### src/rtl/sobel_pkg.sv
// Shared definitions for the Sobel sequencing engine: FSM state encoding and pass modes.
package sobel_pkg;

    typedef enum logic [1:0] {
        IDLE  = 2'd0,
        READ  = 2'd1,
        DRAIN = 2'd2,
        DONE  = 2'd3
    } state_t;

    localparam logic MODE_MOVE  = 1'b0;
    localparam logic MODE_SOBEL = 1'b1;

endpackage

### src/rtl/sobel_b1_arb.sv
// BRAM1 port arbiter: the host owns the port while the engine is idle, the engine otherwise.
module sobel_b1_arb #(
    parameter int ADDR_WIDTH = 16,
    parameter int DATA_WIDTH = 8
) (
    input  logic                  i_gnt,
    input  logic                  i_h_ce,
    input  logic                  i_h_we,
    input  logic [ADDR_WIDTH-1:0] i_h_addr,
    input  logic [DATA_WIDTH-1:0] i_h_d,
    input  logic                  i_e_ce,
    input  logic                  i_e_we,
    input  logic [ADDR_WIDTH-1:0] i_e_addr,
    input  logic [DATA_WIDTH-1:0] i_e_d,
    output logic                  o_host_gnt,
    output logic                  o_ce,
    output logic                  o_we,
    output logic [ADDR_WIDTH-1:0] o_addr,
    output logic [DATA_WIDTH-1:0] o_d
);

    assign o_host_gnt = i_gnt;
    assign o_ce       = i_gnt ? i_h_ce   : i_e_ce;
    assign o_we       = i_gnt ? i_h_we   : i_e_we;
    assign o_addr     = i_gnt ? i_h_addr : i_e_addr;
    assign o_d        = i_gnt ? i_h_d    : i_e_d;

endmodule

### src/rtl/sobel_seq_ctrl.sv
// Sequencer for a two-pass (MOVE then SOBEL) frame: streams BRAM0 reads to the datapath
// and writes datapath results into BRAM1, sharing the BRAM1 port with a host while idle.
module sobel_seq_ctrl
    import sobel_pkg::*;
#(
    parameter int DATA_WIDTH   = 8,
    parameter int ADDR_WIDTH   = 16,
    parameter int IMAGE_WIDTH  = 100,
    parameter int IMAGE_HEIGHT = 100
) (
    input  logic                  clk,
    input  logic                  rst_n,
    input  logic                  i_en,
    input  logic                  i_run,
    input  logic [ADDR_WIDTH-1:0] i_num_cnt,
    output logic                  o_idle,
    output logic                  o_read,
    output logic                  o_write,
    output logic                  o_done,
    output logic                  o_abort,
    output logic                  o_mode,
    output logic                  rd_ce,
    output logic [ADDR_WIDTH-1:0] rd_addr,
    output logic                  o_pix_vld,
    output logic [ADDR_WIDTH-1:0] o_row,
    output logic [ADDR_WIDTH-1:0] o_col,
    input  logic                  i_dp_vld,
    input  logic [DATA_WIDTH-1:0] i_dp_data,
    input  logic                  h_ce,
    input  logic                  h_we,
    input  logic [ADDR_WIDTH-1:0] h_addr,
    input  logic [DATA_WIDTH-1:0] h_d,
    output logic                  o_host_gnt,
    output logic                  b1_ce0,
    output logic                  b1_we0,
    output logic [ADDR_WIDTH-1:0] b1_addr0,
    output logic [DATA_WIDTH-1:0] b1_d0
);

    localparam logic [ADDR_WIDTH-1:0] ONE      = ADDR_WIDTH'(1);
    localparam logic [ADDR_WIDTH-1:0] COL_LAST = ADDR_WIDTH'(IMAGE_WIDTH - 1);
    localparam logic [ADDR_WIDTH-1:0] ROW_LAST = ADDR_WIDTH'(IMAGE_HEIGHT - 1);

    state_t                  r_state;
    logic                    r_run_d;
    logic                    r_armed;
    logic                    r_mode;
    logic                    r_done;
    logic                    r_abort;
    logic [ADDR_WIDTH-1:0]   r_num;
    logic                    r_rd_ce;
    logic [ADDR_WIDTH-1:0]   r_rd_addr;
    logic [ADDR_WIDTH-1:0]   r_irow;
    logic [ADDR_WIDTH-1:0]   r_icol;
    logic                    r_pix_vld;
    logic [ADDR_WIDTH-1:0]   r_row;
    logic [ADDR_WIDTH-1:0]   r_col;
    logic [ADDR_WIDTH-1:0]   r_wcnt;
    logic                    r_wr_vld;
    logic [ADDR_WIDTH-1:0]   r_wr_addr;
    logic [DATA_WIDTH-1:0]   r_wr_d;

    logic                    w_start;
    logic                    w_active;
    logic                    w_wr_acc;
    logic                    w_rd_ce;
    logic                    w_last;
    logic                    w_e_vld;

    // r_armed blocks a start straight out of reset while i_run is still held high.
    assign w_start  = (r_state == IDLE) && i_en && i_run && !r_run_d && r_armed;
    assign w_active = (r_state == READ) || (r_state == DRAIN);
    assign w_wr_acc = w_active && i_en && i_dp_vld && (r_wcnt < r_num);
    assign w_rd_ce  = r_rd_ce && i_en;
    assign w_last   = (r_rd_addr == r_num - ONE);
    assign w_e_vld  = r_wr_vld && i_en;

    assign o_idle    = (r_state == IDLE);
    assign o_read    = (r_state == READ);
    assign o_write   = w_active && (r_wcnt < r_num);
    assign o_done    = r_done;
    assign o_abort   = r_abort;
    assign o_mode    = r_mode;
    assign rd_ce     = w_rd_ce;
    assign rd_addr   = r_rd_addr;
    assign o_pix_vld = r_pix_vld;
    assign o_row     = r_row;
    assign o_col     = r_col;

    always_ff @(posedge clk or negedge rst_n) begin
        if (!rst_n) begin
            r_state   <= IDLE;
            r_run_d   <= 1'b0;
            r_armed   <= 1'b0;
            r_mode    <= MODE_MOVE;
            r_done    <= 1'b0;
            r_abort   <= 1'b0;
            r_num     <= '0;
            r_rd_ce   <= 1'b0;
            r_rd_addr <= '0;
            r_irow    <= '0;
            r_icol    <= '0;
            r_pix_vld <= 1'b0;
            r_row     <= '0;
            r_col     <= '0;
            r_wcnt    <= '0;
            r_wr_vld  <= 1'b0;
            r_wr_addr <= '0;
            r_wr_d    <= '0;
        end else begin
            r_run_d <= i_run;
            if (!i_run)
                r_armed <= 1'b1;
            r_done  <= 1'b0;
            r_abort <= 1'b0;

            // BRAM0 has one cycle of read latency, so the pixel strobe trails rd_ce by one.
            r_pix_vld <= w_rd_ce;
            r_row     <= w_rd_ce ? r_irow : '0;
            r_col     <= w_rd_ce ? r_icol : '0;

            r_wr_vld  <= w_wr_acc;
            r_wr_addr <= w_wr_acc ? r_wcnt : '0;
            r_wr_d    <= w_wr_acc ? i_dp_data : '0;
            if (w_wr_acc)
                r_wcnt <= r_wcnt + ONE;

            if (r_state != IDLE && !i_en) begin
                r_state   <= IDLE;
                r_abort   <= 1'b1;
                r_mode    <= MODE_MOVE;
                r_rd_ce   <= 1'b0;
                r_rd_addr <= '0;
                r_irow    <= '0;
                r_icol    <= '0;
                r_wcnt    <= '0;
            end else begin
                case (r_state)
                    IDLE: begin
                        if (w_start) begin
                            r_state   <= READ;
                            r_num     <= i_num_cnt;
                            r_mode    <= MODE_MOVE;
                            r_rd_ce   <= (i_num_cnt != '0);
                            r_rd_addr <= '0;
                            r_irow    <= '0;
                            r_icol    <= '0;
                            r_wcnt    <= '0;
                        end
                    end
                    READ: begin
                        if (r_num == '0) begin
                            r_state <= DONE;
                            r_done  <= 1'b1;
                        end else if (w_last) begin
                            r_state   <= DRAIN;
                            r_rd_ce   <= 1'b0;
                            r_rd_addr <= '0;
                            r_irow    <= '0;
                            r_icol    <= '0;
                        end else begin
                            r_rd_addr <= r_rd_addr + ONE;
                            if (r_icol == COL_LAST) begin
                                r_icol <= '0;
                                r_irow <= (r_irow == ROW_LAST) ? '0 : r_irow + ONE;
                            end else begin
                                r_icol <= r_icol + ONE;
                            end
                        end
                    end
                    DRAIN: begin
                        if (r_wcnt == r_num) begin
                            r_state <= DONE;
                            r_done  <= 1'b1;
                        end
                    end
                    DONE: begin
                        r_wcnt <= '0;
                        if (r_mode == MODE_MOVE) begin
                            r_mode    <= MODE_SOBEL;
                            r_state   <= READ;
                            r_rd_ce   <= (r_num != '0);
                            r_rd_addr <= '0;
                            r_irow    <= '0;
                            r_icol    <= '0;
                        end else begin
                            r_mode  <= MODE_MOVE;
                            r_state <= IDLE;
                        end
                    end
                    default: r_state <= IDLE;
                endcase
            end
        end
    end

    sobel_b1_arb #(
        .ADDR_WIDTH(ADDR_WIDTH),
        .DATA_WIDTH(DATA_WIDTH)
    ) u_b1_arb (
        .i_gnt      (r_state == IDLE),
        .i_h_ce     (h_ce),
        .i_h_we     (h_we),
        .i_h_addr   (h_addr),
        .i_h_d      (h_d),
        .i_e_ce     (w_e_vld),
        .i_e_we     (w_e_vld),
        .i_e_addr   (w_e_vld ? r_wr_addr : '0),
        .i_e_d      (w_e_vld ? r_wr_d : '0),
        .o_host_gnt (o_host_gnt),
        .o_ce       (b1_ce0),
        .o_we       (b1_we0),
        .o_addr     (b1_addr0),
        .o_d        (b1_d0)
    );

endmodule
### config.mk
export PLATFORM = sky130hd
export DESIGN_NAME = sobel_seq_ctrl
export DESIGN_NICKNAME = d
export VERILOG_FILES = /design/src/rtl/sobel_pkg.sv /design/src/rtl/sobel_b1_arb.sv /design/src/rtl/sobel_seq_ctrl.sv
export SDC_FILE = /design/constraint.sdc
export NUM_CORES = 1
export LEC_CHECK = 0
export ABC_AREA = 0
export BUFFER_PORTS_ARGS = -buffer_cell sky130_fd_sc_hd__buf_2
export CAP_MARGIN = 20
export CORE_MARGIN = 2
export CORE_UTILIZATION = 50
export CTS_CLUSTER_SIZE = 16
export DETAILED_ROUTE_END_ITERATION = 12
export PLACE_DENSITY = 0.83
export SKIP_LAST_GASP = 1
export SLEW_MARGIN = 20
export SYNTH_ARGS = -nofsm -noshare
export SYNTH_HDL_FRONTEND = slang
export SYNTH_HIERARCHICAL = 1
export SYNTH_SLANG_ARGS = --single-unit
### constraint.sdc
create_clock -name clk -period 6.9 [get_ports clk]
set_clock_uncertainty 0.15 [all_clocks]
set_input_delay 1.38 -clock clk [delete_from_list [all_inputs] [get_ports clk]]
set_output_delay 1.38 -clock clk [all_outputs]
set_load 0.005 [all_outputs]
# Word-level counts from Yosys, hierarchy flattened
# Index checks and enable logic that the tools add are counted.
# totals
ff_bits	146
elab_cells	119
latch_bits	0
ramBits	0
rom_bits	0
in_bits	55
memories	0
# op_classes
order_cmp	1
add_sub_neg	5
div_mod_pow	0
n_reduce_logical	27
shifts	0
mux	53
bitwise	1
multipliers	0
n_eq_ne	14
# ops
operator	count
2-to-1 mux 16 bit	22
one-hot mux 16 bit (3 select lines)	3
adder 16 x 1 -> 16 bit (second input constant)	4
== test 16 bit	2
== test 16 x 7 -> 1 bit (second input constant)	2
one-hot mux 16 bit (2 select lines)	1
nonzero test 16 bit	2
2-to-1 mux 8 bit	3
zero test 16 bit	1
less-than comparator 16 bit	1
subtractor 16 x 1 -> 16 bit (second input constant)	1
2-to-1 mux 1 bit	15
logical AND 1 bit	11
2-to-1 mux 2 bit	5
AND reduction 5 bit	2
!= test 3 bit (second input constant)	3
!= test 4 x 1 -> 1 bit (second input constant)	2
one-hot mux 2 bit (4 select lines)	1
!= test 3 x 1 -> 1 bit (second input constant)	2
AND reduction 3 bit	2
== test 2 bit (second input constant)	2
one-hot mux 1 bit (2 select lines)	2
AND reduction 4 bit	1
nonzero test 4 bit	1
other kinds (9)	10

# Longest topological paths before layout
# depth
word_depth	9
ltp_mapped	11

# Modules after synthesis
# Netlist, hierarchy kept.
# by_module_without_submodules
module	seq_area_each_um2	area_per_inst_um2	cells_per_inst	n_inst
sobel_seq_ctrl	3653.5	7813.7	821	1
sobel_b1_arb	0.0	426.7	30	1

# Least setup slack after synthesis
# No wires, ideal clock.
# synth_path
kind	input to output
start	input i_en
end	output b1_addr0[10]
t_arrival_ns	2.340
cell_stages	5
path_slack_ns	3.030
n_path_buf	3
required_ns	5.370
cell_sequence	clkbuf_1 clkbuf_1 clkbuf_1 and3_1 mux2_4
# synth_between
elab_chain_len	3
# synth_rtl
element	line	source
start: declaration	sobel_seq_ctrl.sv:13	input logic i_en,
logical AND 1 bit	sobel_seq_ctrl.sv:76	assign w_e_vld = r_wr_vld && i_en;
2-to-1 mux 16 bit	sobel_seq_ctrl.sv:208	.i_e_addr (w_e_vld ? r_wr_addr : '0),
2-to-1 mux 16 bit	sobel_b1_arb.sv:25	assign o_addr = i_gnt ? i_h_addr : i_e_addr;
end: declaration	sobel_seq_ctrl.sv:36	output logic [ADDR_WIDTH-1:0] b1_addr0,
# No other way between the ends.

# Worst setup path after layout
# layout_path
start	register r_num[2]
end	output o_write
# layout_between
elab_chain_len	2
# layout_rtl
element	line	source
start: declaration	sobel_seq_ctrl.sv:50	logic [ADDR_WIDTH-1:0] r_num;
start signal: assignment	sobel_seq_ctrl.sv:142	r_num <= i_num_cnt;
less-than comparator 16 bit	sobel_seq_ctrl.sv:80	assign o_write = w_active && (r_wcnt < r_num);
logical AND 1 bit	sobel_seq_ctrl.sv:80	
end: declaration	sobel_seq_ctrl.sv:18	output logic o_write,
# No other way between the ends.

==> run metrics <==
outcome complete, no violations; number of I/O port buffers 137; clock slew at reported path FFs 0.06 ns; hold slack 0.353 ns; Post-Synthesis Cells 851; vias in the first global route 6723; MaxCap Viol Count 0; RSZ-0062 raised after global routing no; detailed placer's ending HPWL 14.0 mm; I/O Pins 138; 1st-iter DRT viols 896; Post-Route WL 20.9 mm; buffer count from post-CTS setup fixing 0; CORE AREA 16000 um2; maximum vdd drop 0.234 mV; Die Width 132 um; total die area 17500 um2; number of flops mapped to enable cells by yosys 0; crit path DAT 2.74 ns; R2R depth 7; Mapped Area 8240 um2; area of the multi-input gates 4170 um2; gr usage total 24.0%; CTS root buffer clkbuf_16; Post-synth ARST share 100%; cell depth of the worst hold path 1; Critical Path, Cell by Cell inv_1, ha_1, o21a_1, o21a_1, o21bai_1, a21oi_1, buf_4, nor3_1, buf_2; Mapped Avg Cell Area 9.68 um2; clock sinks 146; drt first pass iters 5; WP data required 5.37 ns; setup_tns 0 ns; Antenna Violating Nets Remaining 0; CTS H-tree lvls 4; ys flop type dfrtp_1; worst-path fanout max 17; fin area 9580 um2; Critical Path Slowest Stage Cell dfrtp_1; layout cell share with drive strength beyond 1 23.5%; syn nets 934; CP Class reg2out; Synth cell types 67; Post-Place Setup Slack 2.74 ns; Crit path top cell by count o21a_1; FILL cells 1334; Pins Over Slew Limit 0; PwrDens 320 nW/um2; Clk Latency, worst-skew pair 0.43 ns; Reg area 3650 um2; Die Ht 132 um; initial core utilization 51.5%; final hold vios 0; Via density 5.99; CP Launch Type flop; DRC violations left 0; total of warnings raised by yosys 6; Leak 4.80 nW; Max clock buf depth 2; placer congestion estimate 0.908; # setup viols final 0; drt wl/cell 17.6 um; FMAX 234 MHz; normalized max-slew margin 35.2%; cell row count 46; min-delay worst type reg2reg; CTS Hold Buffers Added 0; number of nets in the layout 1040; Post-CTS Resized 0; GRT overflow 0; critical path's largest stage delay 0.57 ns; CTS buffer count 17; period utilization 61.8%; initial antenna violation count 1; largest net degree at the start of global routing 94; Final Critical Period 4.27 ns; kind of end point of the critical path output pin; final setup margin 2.63 ns; via count 7113; Worst Tran Pin Value 0.972 ns; register area share after synthesis 44.3%; CTS tree yes; first-pass GRT wire length 34.3 mm; Post-DP Area 8980 um2; P&R area growth vs syn 16.3%; Seq cells post-synth 146
placed cells by master, fill, tap and decap left out, types with 15 or more instances in the layout:
cell	instances
xnor2_1	22
nand3_1	26
nand4_1	24
mux2_4	20
nor4_1	15
nor2_1	49
dfrtp_1	146
o21ai_0	46
a22o_1	15
ha_1	27
buf_2	136
and3_1	90
nand2_1	71
a21oi_1	18
clkbuf_16	17
nor3_1	21
inv_1	39
final cells by class:
type	instances	area share, %
diodes	1	0.0261
clock buffers	19	4.62
clock inverters	13	1.64
inverters	39	1.53
multi-input cells	610	43.6
flip-flops and latches	146	38.1
well taps	216	2.82
repair buffers	143	7.69
sequential cells by signal, indices dropped and copies added (netlist names), 2 cells and up:
register and cells:
r_num 16, r_irow 16, r_state 2, o_col 16
r_wcnt 16, r_wr_addr 16, r_wr_d 8, r_icol 16
rd_addr 16, o_row 16
where the power goes:
group | leakage (nW) | internal [mW] | switching, mW
Combinational | 2.52 | 0.424 | 0.618
Clock | 0.297 | 0.578 | 0.361
Sequential | 1.98 | 0.937 | 0.150
Total | 4.80 | 1.94 | 1.13
cell usage after synthesis (15+ instances only):
master | count | share of area, %
dfrtp_1 | 146 | 44
and3_1 | 90 | 6.8
nand2_1 | 71 | 3.2
nor2_1 | 49 | 2.2
o21ai_0 | 46 | 2.8
clkbuf_1 | 43 | 2.0
inv_1 | 39 | 1.8
ha_1 | 28 | 4.3
nand3_1 | 26 | 1.6
nand4_1 | 24 | 1.8
nor3_1 | 22 | 1.3
xnor2_1 | 22 | 2.3
mux2_4 | 20 | 3.6
a21oi_1 | 18 | 1.1
a22o_1 | 15 | 1.6
nor4_1 | 15 | 1.1
routing by layer:
layer  vias up  routed length [um]  track usage [%]
met4         0                 556             8.78
met1      3418                8550             31.3
met2       333               10400             39.9
met3        59                1340             4.73
li1       3303                   -                -
met5         -                   0                0
worst max-delay path, delay by kind of cell, from the launching register on:
| family | cells | cell delay, ns |
|---|---|---|
| AOI/OAI and AO/OA | 4 | 0.58 |
| adders and majority gates | 1 | 0.35 |
| buffers and inverters | 3 | 0.52 |
| DFF | 1 | 0.57 |
| and+or+nand+nor | 1 | 0.30 |
logic make-up after synthesis:
kind of cell | count (synthesis) | synth area share, %
adder cells (fa/ha/maj) | 28 | 4.25
buffers and inverters | 95 | 5.18
multiplexers | 37 | 5.86
flip-flops | 146 | 44.3
AO/OA/AOI/OAI | 155 | 13.0
XOR/XNOR | 35 | 3.72
AND/OR/NAND/NOR | 355 | 23.7
worst paths after layout:
path	start	endpoint	slack, ns
setup reg to reg	r_icol[11]	r_irow[6]	3.44
setup / recovery	r_num[2]	o_write	2.63
hold reg to reg	r_armed	r_armed	0.35
hold / removal	r_armed	r_armed	0.35
min in group asynchronous	rst_n	o_row[5]	0.89
max in group asynchronous	rst_n	r_wcnt[12]	4.52
metrics by stage:
step | total power, mW | instances | util [%]
global placement | 2.08 | 1154 | 56.1
CTS | 3.06 | 1186 | 59.9
floorplan | 1.86 | 851 | -
finish | 3.07 | 1187 | 59.9
global route | 3.24 | 1187 | 59.9
detailed placement | 2.12 | 1154 | 56.1
(Power assumes the default switching activity.)
